### src/rtl/boothr4_pkg.sv
// Shared constants for the radix-4 Booth multiplier datapath: operand widths
// and bit positions of the micro-op control word.
package boothr4_pkg;
   localparam int N  = 8;
   localparam int AW = N + 2;
   localparam int CW = 9;

   localparam int C_LOAD_M = 0;
   localparam int C_LOAD_Q = 1;
   localparam int C_ADD    = 2;
   localparam int C_SUB    = 3;
   localparam int C_DBL    = 4;
   localparam int C_SHIFT  = 5;
   localparam int C_CNT    = 6;
   localparam int C_OUT_HI = 7;
   localparam int C_OUT_LO = 8;
endpackage

### src/rtl/boothr4_addsub.sv
// Accumulator adder: A + {+M, -M, +2M, -2M}, with M sign-extended to AW bits.
module boothr4_addsub
   import boothr4_pkg::*;
(
   input  logic [AW-1:0] a,
   input  logic [N-1:0]  m,
   input  logic          sub,
   input  logic          dbl,
   output logic [AW-1:0] sum
);
   logic [AW-1:0] m_ext;
   logic [AW-1:0] op_mag;
   logic [AW-1:0] op;

   always_comb begin
      m_ext  = {{(AW-N){m[N-1]}}, m};
      op_mag = dbl ? (m_ext << 1) : m_ext;
      op     = sub ? (~op_mag + AW'(1)) : op_mag;
      sum    = a + op;
   end
endmodule

### src/rtl/boothr4_datapath.sv
// Radix-4 Booth datapath: M/A/Q/Q[-1] registers, 2-bit arithmetic shifter,
// and a two-beat product output (high half then low half).
module boothr4_datapath
   import boothr4_pkg::*;
(
   input  logic          clk,
   input  logic          rst,
   input  logic [N-1:0]  inbus,
   input  logic [CW-1:0] control,
   output logic [2:0]    q_reg,
   output logic [N-1:0]  outbus,
   output logic          outvalid
);
   logic [N-1:0]  m_q, m_d;
   logic [AW-1:0] a_q, a_d;
   logic [N-1:0]  q_q, q_d;
   logic          qm1_q, qm1_d;
   logic [N-1:0]  outbus_q, outbus_d;
   logic          outvalid_q, outvalid_d;

   logic [AW-1:0]   sum;
   logic [AW-1:0]   a_sel;
   logic [AW+N:0]   shv;
   logic            cnt_unused;

   assign cnt_unused = control[C_CNT];

   boothr4_addsub u_addsub (
      .a   (a_q),
      .m   (m_q),
      .sub (control[C_SUB]),
      .dbl (control[C_DBL]),
      .sum (sum)
   );

   always_comb begin
      m_d        = m_q;
      a_d        = a_q;
      q_d        = q_q;
      qm1_d      = qm1_q;
      outbus_d   = outbus_q;
      a_sel      = control[C_ADD] ? sum : a_q;
      shv        = {a_sel, q_q, qm1_q};

      if (control[C_LOAD_M]) m_d = inbus;

      // A Q load overrides any add/shift issued in the same cycle.
      if (control[C_LOAD_Q]) begin
         q_d   = inbus;
         a_d   = '0;
         qm1_d = 1'b0;
      end else if (control[C_SHIFT]) begin
         {a_d, q_d, qm1_d} = {{2{shv[AW+N]}}, shv[AW+N:2]};
      end else begin
         a_d = a_sel;
      end

      if (control[C_OUT_LO])      outbus_d = q_q;
      else if (control[C_OUT_HI]) outbus_d = a_q[N-1:0];
      outvalid_d = control[C_OUT_HI] | control[C_OUT_LO];
   end

   always_ff @(posedge clk or posedge rst) begin
      if (rst) begin
         m_q        <= '0;
         a_q        <= '0;
         q_q        <= '0;
         qm1_q      <= 1'b0;
         outbus_q   <= '0;
         outvalid_q <= 1'b0;
      end else begin
         m_q        <= m_d;
         a_q        <= a_d;
         q_q        <= q_d;
         qm1_q      <= qm1_d;
         outbus_q   <= outbus_d;
         outvalid_q <= outvalid_d;
      end
   end

   assign q_reg    = {q_q[1:0], qm1_q};
   assign outbus   = outbus_q;
   assign outvalid = outvalid_q;
endmodule
### config.mk
export PLATFORM = sky130hd
export DESIGN_NAME = boothr4_datapath
export DESIGN_NICKNAME = d
export VERILOG_FILES = /design/src/rtl/boothr4_pkg.sv /design/src/rtl/boothr4_addsub.sv /design/src/rtl/boothr4_datapath.sv
export SDC_FILE = /design/constraint.sdc
export NUM_CORES = 1
export LEC_CHECK = 0
export BUFFER_PORTS_ARGS = -buffer_cell sky130_fd_sc_hd__clkbuf_2
export CORE_MARGIN = 5
export CORE_UTILIZATION = 55
export CTS_CLUSTER_SIZE = 24
export DETAILED_ROUTE_END_ITERATION = 10
export GPL_ROUTABILITY_DRIVEN = 1
export PLACE_DENSITY = 0.81
export SLEW_MARGIN = 0
export SYNTH_ARGS = -nofsm -noshare
export SYNTH_HDL_FRONTEND = slang
export SYNTH_HIERARCHICAL = 1
export SYNTH_SLANG_ARGS = --single-unit
### constraint.sdc
create_clock -name clk -period 3.52 [get_ports clk]
set_input_delay 0.352 -clock clk [delete_from_list [all_inputs] [get_ports clk]]
set_output_delay 0.352 -clock clk [all_outputs]
set_load 0.01 [all_outputs]
; ---- After elaboration in Yosys (flattened, before gate mapping)
; Cells that the tools add are included.
[op_classes]
n_div = 0
mux = 11
eq_ne = 0
n_mul = 0
addsub = 2
order_cmp = 0
reduce_logical = 2
n_shift = 0
bitwise = 2
[op_table]
columns = op, count
row1 = $mux 8, 5
row2 = $mux 10, 3
row3 = $add 10x1->10 const B, 1
row4 = $add 10x10->10, 1
row5 = $not 10->10, 1
row6 = $mux 9, 1
row7 = $reduce_bool 2->1, 2
row8 = $mux 1, 2
row9 = $or 1x1->1, 1
[totals]
latchBits = 0
memories = 0
input_bits = 19
output_inout_bits = 12
wordCells = 23
ramBits = 0
mem_bits_ro = 0
reg_bits = 36

; ---- Logic depth before layout (Yosys ltp)
; Gate-level depths: netlist of the first run.
[logic_depth]
word_depth = 8
ltp_mapped = 17
ltp_nobuf = 16

; ---- Hierarchy
; Netlist of the first run, hierarchy kept.
[modules_own_cells]
columns = mod, cells_per_inst, area_per_inst_um2, n_inst, seq_area_each_um2
row1 = boothr4_datapath, 130, 1577.8, 1, 900.9
row2 = boothr4_addsub, 96, 708.2, 1, 0.0

; ---- Worst setup path after synthesis of the first run
; No wires, ideal clock.
[synth_path]
path_kind = input to register
from = in control[4]
to = reg a_q[7]
path_stages = 16
n_path_buf = 1
arrival_ns = 3.333
required_ns = 3.389
path_slack_ns = 0.056
cell_sequence = buf_1 -> mux2i_1 -> ha_1 -> nand2b_1 -> a2111o_1 -> o21ai_0 -> xor2_1 -> mux2i_1 -> ha_1 -> nand4_1 -> a21oi_1 -> and3b_1 -> o21ai_0 -> xnor2_1 -> mux2i_1 -> o22ai_1
[synth_via]
elab_chain_cells = 8
[synth_lines]
columns = item, line_no
row1 = start: declaration, boothr4_datapath.sv:9  ; input logic [CW-1:0] control,
row2 = $mux 8 *, boothr4_addsub.sv:17  ; op_mag = dbl ? (m_ext << 1) : m_ext;
row3 = $not 10->10, boothr4_addsub.sv:18  ; op = sub ? (~op_mag + AW'(1)) : op_mag;
row4 = $add 10x1->10, boothr4_addsub.sv:18
row5 = $mux 10 *, boothr4_addsub.sv:18
row6 = $add 10x10->10 *, boothr4_addsub.sv:19  ; sum = a + op;
row7 = named net sum[9], boothr4_datapath.sv:21  ; logic [AW-1:0] sum;
row8 = $mux 10 *, boothr4_datapath.sv:42  ; a_sel = control[C_ADD] ? sum : a_q;
row9 = $mux 9 *, boothr4_datapath.sv:52  ; end else if (control[C_SHIFT]) begin
row10 = $mux 10 *, boothr4_datapath.sv:48  ; if (control[C_LOAD_Q]) begin
row11 = named net a_d[7], boothr4_datapath.sv:15  ; logic [AW-1:0] a_q, a_d;
row12 = end signal: assignment, boothr4_datapath.sv:66  ; a_q <= '0;
row13 = end signal: assignment, boothr4_datapath.sv:73  ; a_q <= a_d;
row14 = end: declaration, boothr4_datapath.sv:15
; Mark *: on every way through the listed nets, which the timed path passes. The rest lies on a longest branch.
; A chain may end at the register's enable or synchronous reset.

; ---- Worst setup path in the final report of the first run
[layout_path]
from = reg m_q[0]
to = reg a_q[7]
[layout_via]
elab_chain_cells = 8
[layout_lines]
columns = item, line_no
row1 = start: declaration, boothr4_datapath.sv:14  ; logic [N-1:0] m_q, m_d;
row2 = start signal: assignment, boothr4_datapath.sv:72  ; m_q <= m_d;
row3 = $mux 8 *, boothr4_addsub.sv:17
row4 = $not 10->10, boothr4_addsub.sv:18
row5 = $add 10x1->10, boothr4_addsub.sv:18
row6 = $mux 10 *, boothr4_addsub.sv:18
row7 = $add 10x10->10 *, boothr4_addsub.sv:19
row8 = named net sum[9], boothr4_datapath.sv:21
row9 = $mux 10 *, boothr4_datapath.sv:42
row10 = $mux 9 *, boothr4_datapath.sv:52
row11 = $mux 10 *, boothr4_datapath.sv:48
row12 = named net a_d[7], boothr4_datapath.sv:15
; Marks and branches as above.

==> impl_metrics.env, run 1 <==
export IMPL_fin_crit_ns=3.228
export IMPL_tns_ns=0
export IMPL_drtAntennaViolNets=0
export IMPL_final_area_um2=2569
export IMPL_synth_seq_cells=36
export IMPL_worst_r2r_path_depth=15
export IMPL_cts_root_buf="clkbuf_8"
export IMPL_dieArea_um2=5546
export IMPL_io_pins=31
export IMPL_synth_area_leader_cell="dfrtp_1"
export IMPL_cts_tree="yes"
export IMPL_r2r_setup_slack_ns=0.29
export IMPL_total_power_mw=1.483
export IMPL_final_common_cell="dfrtp_1"
export IMPL_status="finished clean"
export IMPL_syn_area_per_cell_um2=10.11
export IMPL_fin_nets=283
export IMPL_seq_area_frac_synth_pct=39.41
export IMPL_crit_required_ns=3.68
export IMPL_powerDensity_nw_per_um2=577.2
export IMPL_place_gp_congestion=0.8244
export IMPL_p_leak_nw=1.215
export IMPL_hpwl_mm=3.847
export IMPL_fin_hold_ws_ns=0.1640
export IMPL_startpoint_type="flop"
export IMPL_grt_ovfl_total=0
export IMPL_cts_sinks=36
export IMPL_syn_area_um2=2286
export IMPL_fp_dieW_um=74.47
export IMPL_n_fill_cell=329
export IMPL_drc_errors=0
export IMPL_synth_edf_count=0
export IMPL_synthCells=226
export IMPL_cts_hold_fix_buffers=0
export IMPL_synth_top_area_share_pct=39.41
export IMPL_yosysWarningCount=6
export IMPL_drt_iter0_drc=178
export IMPL_cap_violations=0
export IMPL_utilization_pct=63.76
export IMPL_slew_viol_final=0
export IMPL_place_inst=295
export IMPL_crit_start="m_q[0]$_DFFE_PP0P_"
export IMPL_clockBufferDepth=2
export IMPL_rows=23
export IMPL_vias_per_cell=5.944
export IMPL_worstReg2RegEnd="a_q[7]$_DFF_PP0_"
export IMPL_finalSetupViolations=0
export IMPL_synth_distinct_cells=44
export IMPL_crit_fanout=6
export IMPL_yosys_most_used_dff="dfrtp_1"
export IMPL_drive_above_1_share_pct=23.23
export IMPL_hold_viol_final=0
export IMPL_cp_slowest_cell="dfrtp_2"
export IMPL_final_cells=304
export IMPL_grt_pass1_wl_mm=8.914
export IMPL_final_setup_skew_ns=0.004355
export IMPL_clk_latency_ns=0.29
export IMPL_grt_pass1_vias=1786
export IMPL_critical_path_max_stage_delay_ns=0.44
export IMPL_worstReg2RegStart="m_q[0]$_DFFE_PP0P_"
export IMPL_fp_dieH_um=74.47
export IMPL_synth_area_leaders="dfrtp_1 39%, mux2i_1 14%, ha_1 5.5%"
export IMPL_io_buffers=29
export IMPL_clk_pin_slew_worst_paths_ns=0.08
export IMPL_crit_chain="mux2i_2, ha_1, nand2b_1, a2111o_1, o21ai_1, xor2_1, mux2i_1, ha_1, buf_4, a21oi_1, and3b_1, o21ai_1, xnor2_1, mux2i_1, o22ai_1"
export IMPL_htree_num_levels=2
export IMPL_core_um2=4029
export IMPL_hold_path_class="input pin to asynchronous set/reset pin"
export IMPL_antenna_found_initial=0
export IMPL_post_place_ws_ns=-0.02717
export IMPL_cts_buffers=5
export IMPL_fmax_mhz=309.8
export IMPL_drt_total_wl_mm=5.069
export IMPL_area_growth_pct=12.37
export IMPL_placed_area_um2=2441
export IMPL_final_cell_mix="35 x dfrtp_1, 30 x mux2i_1, 29 x clkbuf_2"
export IMPL_floorplan_initialDensity_pct=56.74
export IMPL_async_reset_ff_share_pct=100.0
export IMPL_grtUsageTotal_pct=21.12
export IMPL_routedWlPerCell_um=16.67
export IMPL_tightest_slew_ns=0.7482
export IMPL_crit_type="flop to flop"
export IMPL_arrival_ns=3.39
export IMPL_rsz0062_at_grt="no"
export IMPL_firstDrtPassIters=4
export IMPL_post_route_worst_setup_slack_ns=0.2921
export IMPL_crit_path_end_kind="flop"
export IMPL_period_share_pct=91.70
export IMPL_grt_max_degree=21
export IMPL_synth_nets=256
export IMPL_antenna_cells=0
export IMPL_ir_drop_mv=0.3078
export IMPL_relSlewSlack_pct=50.07
export IMPL_num_vias=1807
[worst max-delay path: cells and delay by family, from the launching register on]
kind                       cells  cell delay (ns)
muxes                          3             0.53
and+or+nand+nor                2             0.31
adders and majority gates      2             0.53
buffers and inverters          1             0.15
AOI/OAI and AO/OA              5             0.86
xor gates and xnor gates       2             0.28
DFF                            1             0.44
[Yosys cell counts, drive strengths merged, types with 2 or more instances]
| library cell | instances |
|---|---|
| a21oi | 7 |
| o21ai | 25 |
| nor3 | 2 |
| o22ai | 9 |
| mux2i | 31 |
| xor2 | 6 |
| or2 | 2 |
| o41ai | 3 |
| inv | 5 |
| nor2b | 4 |
| nand3 | 2 |
| a2bb2oi | 2 |
| nand2b | 2 |
| dfrtp | 36 |
| ha | 10 |
| buf | 12 |
| clkbuf | 3 |
| nand2 | 20 |
| xnor2 | 9 |
| nor2 | 11 |
| mux2 | 8 |
[routing by layer]
metal	GRT usage (%)	vias to the layer above	share of wire, %
li1	-	870	-
met1	28.16	867	45
met5	0	-	0
met2	35.41	62	49
met3	4.189	8	4.8
met4	5.138	0	1.2
[repair_timing]
item                       4_1_cts  5_1_grt
resized for setup                0        6
setup endpoints to repair        0        5
buffers inserted                 0        1
[cell families (layout without fill, tap and decap cells)]
group	Yosys count	after routing	share of synthesized area [%]
adder cells (fa/ha/maj)	11	11	6.349
XOR/XNOR	15	15	5.747
multiplexers	39	39	17.52
buffers and inverters	20	48	4.762
AND/OR/NAND/NOR	48	48	10.02
AO/OA/AOI/OAI	57	57	16.20
flip-flops	36	36	39.41
[worst max path at each step]
stage / to / slack (ns) / cells after the start
after floorplan: a_q[7]$_DFF_PP0_ / 0.06 / 16
after global placement: a_q[8]$_DFF_PP0_ / 0.09 / 16
after detailed placement: a_q[7]$_DFF_PP0_ / -0.03 / 16
after CTS: a_q[7]$_DFF_PP0_ / 0.04 / 15
after global routing: a_q[8]$_DFF_PP0_ / 0.02 / 16
final: a_q[7]$_DFF_PP0_ / 0.29 / 15
[final cells by class]
class	count	area, µm²	share of cell area, %
multi-input combinational	170	1284	49.98
sequential	36	902.1	35.12
timing repair buffer	35	190.2	7.404
clock buffer	5	68.82	2.679
tap	50	62.56	2.435
clock inverter	3	42.54	1.656
inverter	5	18.77	0.7306
[sequential cells by signal, indices dropped and copies added, names as in the netlist]
register  count
qm1_q         1
outbus        8
a_q          10
q_q           8
outvalid      1
m_q           8
[where the power goes]
part | internal [mW] | switching (mW)
sequential | 0.486 | 0.0687
clock | 0.209 | 0.155
combinational | 0.265 | 0.299
No activity file was read; power rests on OpenSTA's default activity.
==> run 2: changes to the inputs <==
--- a/config.mk
+++ b/config.mk
@@ -6,7 +6,8 @@
 export NUM_CORES = 1
 export LEC_CHECK = 0
 export BUFFER_PORTS_ARGS = -buffer_cell sky130_fd_sc_hd__clkbuf_2
-export CORE_MARGIN = 5
+export CORE_ASPECT_RATIO = 2
+export CORE_MARGIN = 2
 export CORE_UTILIZATION = 55
 export CTS_CLUSTER_SIZE = 24
 export DETAILED_ROUTE_END_ITERATION = 10
==> run 2 against run 1 <==
Critical endpoint is now a_q[8]$_DFF_PP0_. Clock power rose by 9.1%. Critical path type unchanged. Via count rose by 0.61%. Maximum frequency decreased by 3.5%. Global-route usage grew 2.3 points.
==> impl_metrics.env, run 2 (synthesized netlist as in run 1, its figures left out) <==
export IMPL_status="finished clean"
export IMPL_slew_viol_final=0
export IMPL_crit_required_ns=3.67
export IMPL_firstDrtPassIters=4
export IMPL_rsz0062_at_grt="yes"
export IMPL_area_growth_pct=12.92
export IMPL_final_cell_mix="35 x dfrtp_1, 29 x mux2i_1, 29 x clkbuf_2"
export IMPL_p_leak_nw=1.217
export IMPL_cts_tree="yes"
export IMPL_clk_pin_slew_worst_paths_ns=0.08
export IMPL_floorplan_initialDensity_pct=56.49
export IMPL_p_sw_uw=524.9
export IMPL_largest_register_ffs=10
export IMPL_antenna_cells=0
export IMPL_post_place_ws_ns=0.008462
export IMPL_io_pins=31
export IMPL_max_flop_register="a_q"
export IMPL_num_vias=1818
export IMPL_vias_per_cell=5.980
export IMPL_n_fill_cell=365
export IMPL_arrival_ns=3.49
export IMPL_clockBufferDepth=2
export IMPL_p_int_mw=1.000
export IMPL_drtAntennaViolNets=0
export IMPL_swShare_pct=34.41
export IMPL_htree_num_levels=2
export IMPL_grt_pass1_vias=1693
export IMPL_cts_buffers=5
export IMPL_cts_setup_buffers=0
export IMPL_startpoint_type="flop"
export IMPL_routedWlPerCell_um=17.47
export IMPL_grtUsageTotal_pct=23.47
export IMPL_hpwl_mm=4.022
export IMPL_drt_total_wl_mm=5.312
export IMPL_io_buffers=29
export IMPL_crit_fanout=6
export IMPL_dieArea_um2=4719
export IMPL_clk_latency_ns=0.29
export IMPL_drc_errors=0
export IMPL_core_um2=4046
export IMPL_antenna_found_initial=0
export IMPL_drt_iter0_drc=38
export IMPL_grt_ovfl_total=0
export IMPL_fp_dieH_um=95.17
export IMPL_finalSetupViolations=0
export IMPL_cts_root_buf="clkbuf_8"
export IMPL_crit_type="flop to flop"
export IMPL_p_comb_share_pct=37.1
export IMPL_p_clk_share_pct=26.0
export IMPL_final_common_cell="dfrtp_1"
export IMPL_period_share_pct=95.05
export IMPL_cap_violations=0
export IMPL_hold_viol_final=0
export IMPL_grt_pass1_wl_mm=8.217
export IMPL_grt_max_degree=37
export IMPL_fp_dieW_um=49.59
export IMPL_hold_path_class="input pin to asynchronous set/reset pin"
export IMPL_fin_nets=281
export IMPL_fin_hold_ws_ns=0.1436
export IMPL_place_gp_congestion=0.8970
export IMPL_total_power_mw=1.525
export IMPL_cts_sinks=36
export IMPL_rows=33
export IMPL_crit_path_end_kind="flop"
export IMPL_p_seq_share_pct=36.9
export IMPL_relSlewSlack_pct=69.46
export IMPL_ir_drop_mv=0.4568
export IMPL_multi_input_area_um2=1294
export IMPL_worst_r2r_path_depth=15
export IMPL_regArea_um2=902.1
export IMPL_fmax_mhz=298.9
export IMPL_fin_crit_ns=3.346
export IMPL_final_setup_skew_ns=0.007889
export IMPL_powerDensity_nw_per_um2=590.9
export IMPL_post_route_worst_setup_slack_ns=0.1744
export IMPL_drive_above_1_share_pct=23.41
export IMPL_tightest_slew_ns=0.4581
[run 2: timing repair]
action	CTS	global route
setup endpoints to repair	0	4
hold buffers	0	0
gates resized for setup	0	8
endpoints found under the hold margin	0	0
[run 2: cell type report]
type                       instances  share of cell area [%]
multi-input combinational        170                   50.12
sequential                        36                   34.95
timing repair buffer              33                   6.786
clock buffer                       7                   3.732
tap                               52                   2.521
clock inverter                     1                   1.163
inverter                           5                  0.7271
[run 2: power groups by stage]
stage	logic (mW)	clock network (mW)	registers, mW
after global routing	0.628	0.418	0.572
final	0.565	0.397	0.563
after global placement	0.529	0	0.563
after detailed placement	0.541	0	0.568
after floorplan	0.418	0	0.549
after CTS	0.553	0.402	0.561
[run 2: path summary, 6_finish.rpt]
kind | startpoint | endpoint | slack, ns
min reg2reg | qm1_q$_DFFE_PP0P_ | qm1_q$_DFFE_PP0P_ | 0.52
min | rst | outbus[5]$_DFFE_PP0P_ | 0.14
max in group asynchronous | rst | m_q[0]$_DFFE_PP0P_ | 3.03
min in group clk | inbus[5] | q_q[5]$_DFFE_PP0P_ | 0.31
max reg2reg | m_q[0]$_DFFE_PP0P_ | a_q[8]$_DFF_PP0_ | 0.17
max | m_q[0]$_DFFE_PP0P_ | a_q[8]$_DFF_PP0_ | 0.17
[run 2: metal layers]
metal  GRT usage, %  part of all wire (%)  vias to the layer above  wire length [µm]
li1               -                     -                      868                 -
met1          23.46                    36                      891              1918
met2          44.67                    57                       41              3006
met3          3.135                   2.8                       18               148
met4          13.89                   4.5                        0               238
met5              0                     0                        -                 0
[run 2: worst max-delay path, stage by stage (launching register included)]
cell      delay [ns]
dfrtp_2         0.45
mux2i_2         0.21
ha_2            0.22
nand2b_1        0.09
a2111o_1        0.44
o21ai_1         0.16
xor2_1          0.16
mux2i_1         0.10
ha_1            0.34
nand4_1         0.10
a21oi_1         0.11
and3b_1         0.21
o21ai_1         0.17
xnor2_1         0.09
mux2i_2         0.24
o22ai_1         0.12
[run 2: stage by stage]
stage	TNS, ns	utilization, %	cells	instance area, µm²
after CTS	0	63.33	304	2562
after global routing	-0.01248	63.79	304	2581
after floorplan	0	-	226	2286
after global placement	0	60.20	296	2436
final	0	63.79	304	2581
after detailed placement	0	60.20	296	2436
